[config.mk]
export PLATFORM = sky130hd
export DESIGN_NAME = metro_card_reader
export DESIGN_NICKNAME = d
export VERILOG_FILES = /design/src/rtl/metro_pkg.sv /design/src/rtl/metro_rx_deser.sv /design/src/rtl/metro_card_reader.sv
export SDC_FILE = /design/constraint.sdc
export NUM_CORES = 1
export LEC_CHECK = 0
export ABC_AREA = 1
export CORE_UTILIZATION = 50
export DETAILED_ROUTE_END_ITERATION = 16
export GPL_TIMING_DRIVEN = 0
export PLACE_DENSITY = 0.73
export SLEW_MARGIN = 20
export SYNTH_ARGS = -nofsm -noshare
export SYNTH_HDL_FRONTEND = slang
export SYNTH_SLANG_ARGS = --single-unit
[constraint.sdc]
create_clock -name clk -period 1.45 [get_ports clk]
set_input_delay 0.145 -clock clk [delete_from_list [all_inputs] [get_ports clk]]
set_output_delay 0.145 -clock clk [all_outputs]
set_load 0.02 [all_outputs]
[src/rtl/metro_pkg.sv]
// Metro card reader shared types and constants.
// Frame geometry, timer limits, reader states, result codes.
package metro_pkg;

  localparam int CODE_W        = 4;
  localparam int FRAME_TIMEOUT = 16;
  localparam int RESP_TIMEOUT  = 8;
  localparam int HOLDOFF       = 4;
  localparam int FRAME_BITS    = CODE_W + 1;

  typedef enum logic [2:0] {
    ST_IDLE,
    ST_RECV,
    ST_ISSUE,
    ST_WAIT,
    ST_HOLD
  } rd_state_e;

  localparam logic [1:0] RES_NONE  = 2'b00;
  localparam logic [1:0] RES_GRANT = 2'b01;
  localparam logic [1:0] RES_DENY  = 2'b10;
  localparam logic [1:0] RES_ERR   = 2'b11;

endpackage

[src/rtl/metro_rx_deser.sv]
// Card frame deserialiser: shifts data bits, counts frame bits,
// checks even parity on the final bit and times gaps between bits.
module metro_rx_deser
  import metro_pkg::*;
(
  input  logic              clk,
  input  logic              rst,
  input  logic              clr_i,
  input  logic              en_i,
  input  logic              rx_valid_i,
  input  logic              rx_bit_i,
  output logic [CODE_W-1:0] data_o,
  output logic              frame_done_o,
  output logic              parity_ok_o,
  output logic              gap_err_o
);

  localparam int BW = $clog2(FRAME_BITS + 1);
  localparam int GW = $clog2(FRAME_TIMEOUT + 1);

  logic [CODE_W-1:0] shift_q, shift_d;
  logic [BW-1:0]     bit_q, bit_d;
  logic [GW-1:0]     gap_q, gap_d;

  // Shift/count on each strobe, age the gap timer otherwise.
  always_comb begin
    shift_d = shift_q;
    bit_d   = bit_q;
    gap_d   = gap_q;
    if (clr_i) begin
      shift_d = '0;
      bit_d   = '0;
      gap_d   = '0;
    end else if (en_i) begin
      if (rx_valid_i) begin
        shift_d = {shift_q[CODE_W-2:0], rx_bit_i};
        bit_d   = bit_q + 1'b1;
        gap_d   = '0;
      end else begin
        gap_d = gap_q + 1'b1;
      end
    end
  end

  // Deserialiser state registers.
  always_ff @(posedge clk or posedge rst) begin
    if (rst) begin
      shift_q <= '0;
      bit_q   <= '0;
      gap_q   <= '0;
    end else begin
      shift_q <= shift_d;
      bit_q   <= bit_d;
      gap_q   <= gap_d;
    end
  end

  // The parity bit is checked live; shift_q still holds the data.
  always_comb begin
    data_o       = shift_q;
    frame_done_o = en_i & rx_valid_i &
                   (bit_q == BW'(FRAME_BITS - 1));
    parity_ok_o  = ((^shift_q) == rx_bit_i);
    gap_err_o    = en_i & ~rx_valid_i &
                   (gap_q == GW'(FRAME_TIMEOUT - 1));
  end

endmodule

[src/rtl/metro_card_reader.sv]
// Card reader front end: frame capture, validate pulse to the
// turnstile, response timing and result reporting with holdoff.
module metro_card_reader
  import metro_pkg::*;
(
  input  logic              clk,
  input  logic              rst,
  input  logic              rx_valid,
  input  logic              rx_bit,
  input  logic              open_access_door,
  output logic [CODE_W-1:0] access_code,
  output logic              validate_code,
  output logic              busy,
  output logic [1:0]        result,
  output logic              result_valid
);

  localparam int RW = $clog2(RESP_TIMEOUT + 1);
  localparam int HW = $clog2(HOLDOFF + 1);

  rd_state_e         state_q, state_d;
  logic [RW-1:0]     resp_q, resp_d;
  logic [HW-1:0]     hold_q, hold_d;
  logic [CODE_W-1:0] code_q, code_d;
  logic [1:0]        res_q, res_d;
  logic              rv_q, rv_d;
  logic [1:0]        res_code;

  logic [CODE_W-1:0] rx_data;
  logic              frame_done;
  logic              parity_ok;
  logic              gap_err;
  logic              start;

  assign start = (state_q == ST_IDLE) & rx_valid & rx_bit;

  metro_rx_deser u_deser (
    .clk          (clk),
    .rst          (rst),
    .clr_i        (start),
    .en_i         (state_q == ST_RECV),
    .rx_valid_i   (rx_valid),
    .rx_bit_i     (rx_bit),
    .data_o       (rx_data),
    .frame_done_o (frame_done),
    .parity_ok_o  (parity_ok),
    .gap_err_o    (gap_err)
  );

  // State register.
  always_ff @(posedge clk or posedge rst) begin
    if (rst) state_q <= ST_IDLE;
    else     state_q <= state_d;
  end

  // Next-state logic and the result code for a HOLD entry.
  always_comb begin
    state_d  = state_q;
    res_code = RES_NONE;
    unique case (state_q)
      ST_IDLE: begin
        if (start) state_d = ST_RECV;
      end
      ST_RECV: begin
        res_code = RES_ERR;
        if (frame_done)
          state_d = parity_ok ? ST_ISSUE : ST_HOLD;
        else if (gap_err)
          state_d = ST_HOLD;
      end
      ST_ISSUE: begin
        state_d = ST_WAIT;
      end
      ST_WAIT: begin
        res_code = open_access_door ? RES_GRANT : RES_DENY;
        if (open_access_door ||
            resp_q == RW'(RESP_TIMEOUT - 1))
          state_d = ST_HOLD;
      end
      ST_HOLD: begin
        if (hold_q == HW'(HOLDOFF - 1))
          state_d = ST_IDLE;
      end
      default: state_d = ST_IDLE;
    endcase
  end

  // Timers run only while staying in their state, so each
  // restarts from zero on entry.
  always_comb begin
    resp_d = '0;
    hold_d = '0;
    if (state_q == ST_WAIT && state_d == ST_WAIT)
      resp_d = resp_q + 1'b1;
    if (state_q == ST_HOLD && state_d == ST_HOLD)
      hold_d = hold_q + 1'b1;
  end

  // Latch the code as ISSUE is entered; report on HOLD entry.
  always_comb begin
    code_d = code_q;
    if (state_q == ST_RECV && state_d == ST_ISSUE)
      code_d = rx_data;
    rv_d  = (state_d == ST_HOLD) & (state_q != ST_HOLD);
    res_d = rv_d ? res_code : res_q;
  end

  // Timer and output registers.
  always_ff @(posedge clk or posedge rst) begin
    if (rst) begin
      resp_q <= '0;
      hold_q <= '0;
      code_q <= '0;
      res_q  <= RES_NONE;
      rv_q   <= 1'b0;
    end else begin
      resp_q <= resp_d;
      hold_q <= hold_d;
      code_q <= code_d;
      res_q  <= res_d;
      rv_q   <= rv_d;
    end
  end

  // Outputs decoded from the state and output registers.
  always_comb begin
    busy          = (state_q != ST_IDLE);
    validate_code = (state_q == ST_ISSUE);
    access_code   = code_q;
    result        = res_q;
    result_valid  = rv_q;
  end

endmodule

==> results.toml <==
[run_status]
violations = "setup timing"
outcome = "finished with violations"

[cts]
clock_tree.root_cell = "clkbuf_4"
path_clk_slew_ns = 0.10
cts_tree = "yes"
clkLatencyLatePin_ns = 0.34
hold_buffers = 0
h-tree-depth = 2
numCtsBuffers = 5
clock_path_buffers = 2
cts_sinks = 29

[grt]
antenna_found_initial = 0
grt_pass1_wl_um = 4510
grt_pass1_vias = 1087
grt_remaining_overflow = 0
track_usage = 0.230
grt_max_degree = 30

[cells_and_area]
syn_to_final_growth_pct = 28.0
nets = 199
final_common_cell = "dfrtp_1"
drive_above_1_share = 0.245
final_area_um2 = 1770
mostFrequentLayoutCells = "28 x dfrtp_1, 27 x nand2_1, 23 x inv_1"
instances_no_fill = 218
num_antenna_cells = 0

[worst_setup_path]
rr_worst_depth = 11
crit_fanout = 4
cp.depth = 11
end_kind = "flip-flop"
required_ns = 1.68
critPathArrivalTime_ns = 1.81
rrSetupSlack_ns = -0.13
r2r-start = "u_deser.gap_q[1]"
path_buf_inv = 0
critPathKind = "reg2reg"
cp-startpoint = "u_deser.gap_q[1]"
critPathLaunchType = "flip-flop"
slowest_delay_ns = 0.36
cp_cell_sequence = "ha_2 > nand2_2 > nor2_2 > ha_2 > nand3_2 > a21oi_2 > nand2_2 > nand2_4 > nand2_4 > nand2_1 > nand2_1"
cp_slowest_cell = "dfrtp_1"
path_delay_family = "simple AND/OR/NAND/NOR gates"
r2r-end = "result[0]"

[placed_design]
port_buffers = 13
place_ws_ns = -0.237
gpl.final_weighted_congestion = 0.809
dp_hpwl_um = 1800
place_area_um2 = 1550
placed_cells = 200

[floorplanning]
ioPinCount = 14
die_w_um = 54.6
die_h_um = 54.6
start_util = 0.544
rows = 18
dieArea_um2 = 2980
core_um2 = 2540

[timing]
setup_violations = 9
skew_ns = 0.0114
finalSetupTns_ns = -0.607
slew_headroom = 0.612
drv_slew = 0
hold_viol = 0
timing.final.ws_setup_ns = -0.129
rsz0062_at_grt = "yes"
worstMarginPinSlew_ns = 0.582
min_period_ns = 1.58
max_freq_mhz = 633
finalCritPeriodShare = 1.09

[synthesis]
netlist_area_um2 = 1390
yosysSeqAreaShare = 0.524
ys_warn_count = 0
syn_inst = 157
synth_cell_type_count = 18
syn_area_per_cell_um2 = 8.82
synth-seq-cells = 29
syn-num-nets = 169

[drt]
routed_wl_um = 2770
firstDrtPassIters = 4
num_vias = 1121
final_antenna_net_count = 0
routed_via_density = 5.14
routedWlPerCell_um = 12.7
drt_iter0_markers = 4
drc = 0

[power_and_ir_drop]
p_switching_mw = 1.30
combinationalPowerShare = 0.444
p_seq_frac = 0.380
p_leak_nw = 0.920
p_int_mw = 1.88
power.total_mw = 3.18
powerDensity_nw_per_um2 = 1790
ir_worst_vdd_mv = 1.23
clkPwrFrac = 0.176
switching_share = 0.409

[flow_run]
drv_cap = 0

[min_path]
hold_path_class = "in2async"
per-layer routing:
metal	up-vias	GRT usage	routed length, um
li1	564	-	-
met1	524	0.233	1130
met2	23	0.396	1460
met3	10	0.0639	107
met4	0	0.171	80
met5	-	0	0
stage by stage:
stage	util	hold slack [ns]
2_1_floorplan	-	0.223
3_3_place_gp	0.610	0.420
3_5_place_dp	0.610	0.429
4_1_cts	0.669	0.396
5_1_grt	0.697	0.252
6_report	0.697	0.185
flip-flops by register name, indices dropped and copies added, names as in the netlist, 2 cells and up:
register        flops
resp_q              4
hold_q              3
result              2
state_q             3
u_deser.bit_q       3
u_deser.data_o      4
u_deser.gap_q       5
access_code         4
cells in the mapped netlist:
master    instances  area [um^2]
clkinv_4          1         8.76
xor2_1            2         17.5
nand2_1          30          113
nor2_4            2         22.5
a21oi_2           1         8.76
o21ai_0          11         55.1
a21oi_1           8         40.0
nor3_1            2         10.0
inv_4             1         6.26
nor2_1           13         48.8
nand3_4           1         17.5
o22ai_1           4         25.0
dfrtp_1          29          726
ha_1              7         87.6
nand3_1          14         70.1
nand2_2           4         25.0
and3_1            1         6.26
inv_1            26         97.6
how the worst max path moves through the flow:
stage,end,slack (ns)
2_1_floorplan,result[0],0.04
3_3_place_gp,result[0],-0.20
3_5_place_dp,result[0],-0.24
4_1_cts,result[0],-0.10
5_1_grt,result[0],-0.25
6_report,result[0],-0.13
power groups by stage:
stage | Clock [mW] | Combinational (mW) | Sequential, mW
detailed placement | 0 | 1.16 | 1.21
CTS | 0.581 | 1.24 | 1.19
finish | 0.560 | 1.41 | 1.21
floorplan | 0 | 0.738 | 1.25
global placement | 0 | 1.11 | 1.19
global route | 0.609 | 1.57 | 1.24
timing repair:
action | in CTS | in global routing
endpoints found under the setup margin | 21 | 22
pin swaps | 2 | 5
setup buffers | 5 | 5
gates resized for setup | 23 | 16
kinds of logic after synthesis:
kind of cell / count (synthesis) / share of synthesized area
flip-flops: 29 / 0.524
AND/OR/NAND/NOR: 67 / 0.226
XOR/XNOR: 2 / 0.0126
AO/OA/AOI/OAI: 24 / 0.0930
adder cells (fa/ha/maj): 7 / 0.0632
buffers and inverters: 28 / 0.0813
layout make-up:
| class | count | area [um^2] |
|---|---|---|
| tap | 30 | 37.5 |
| inverter | 28 | 113 |
| timing repair buffer | 23 | 209 |
| multi-input combinational | 100 | 617 |
| fill | 197 | 772 |
| sequential | 29 | 727 |
| clock buffer | 7 | 65.1 |
| clock inverter | 1 | 5.00 |
(Power assumes the default switching activity.)
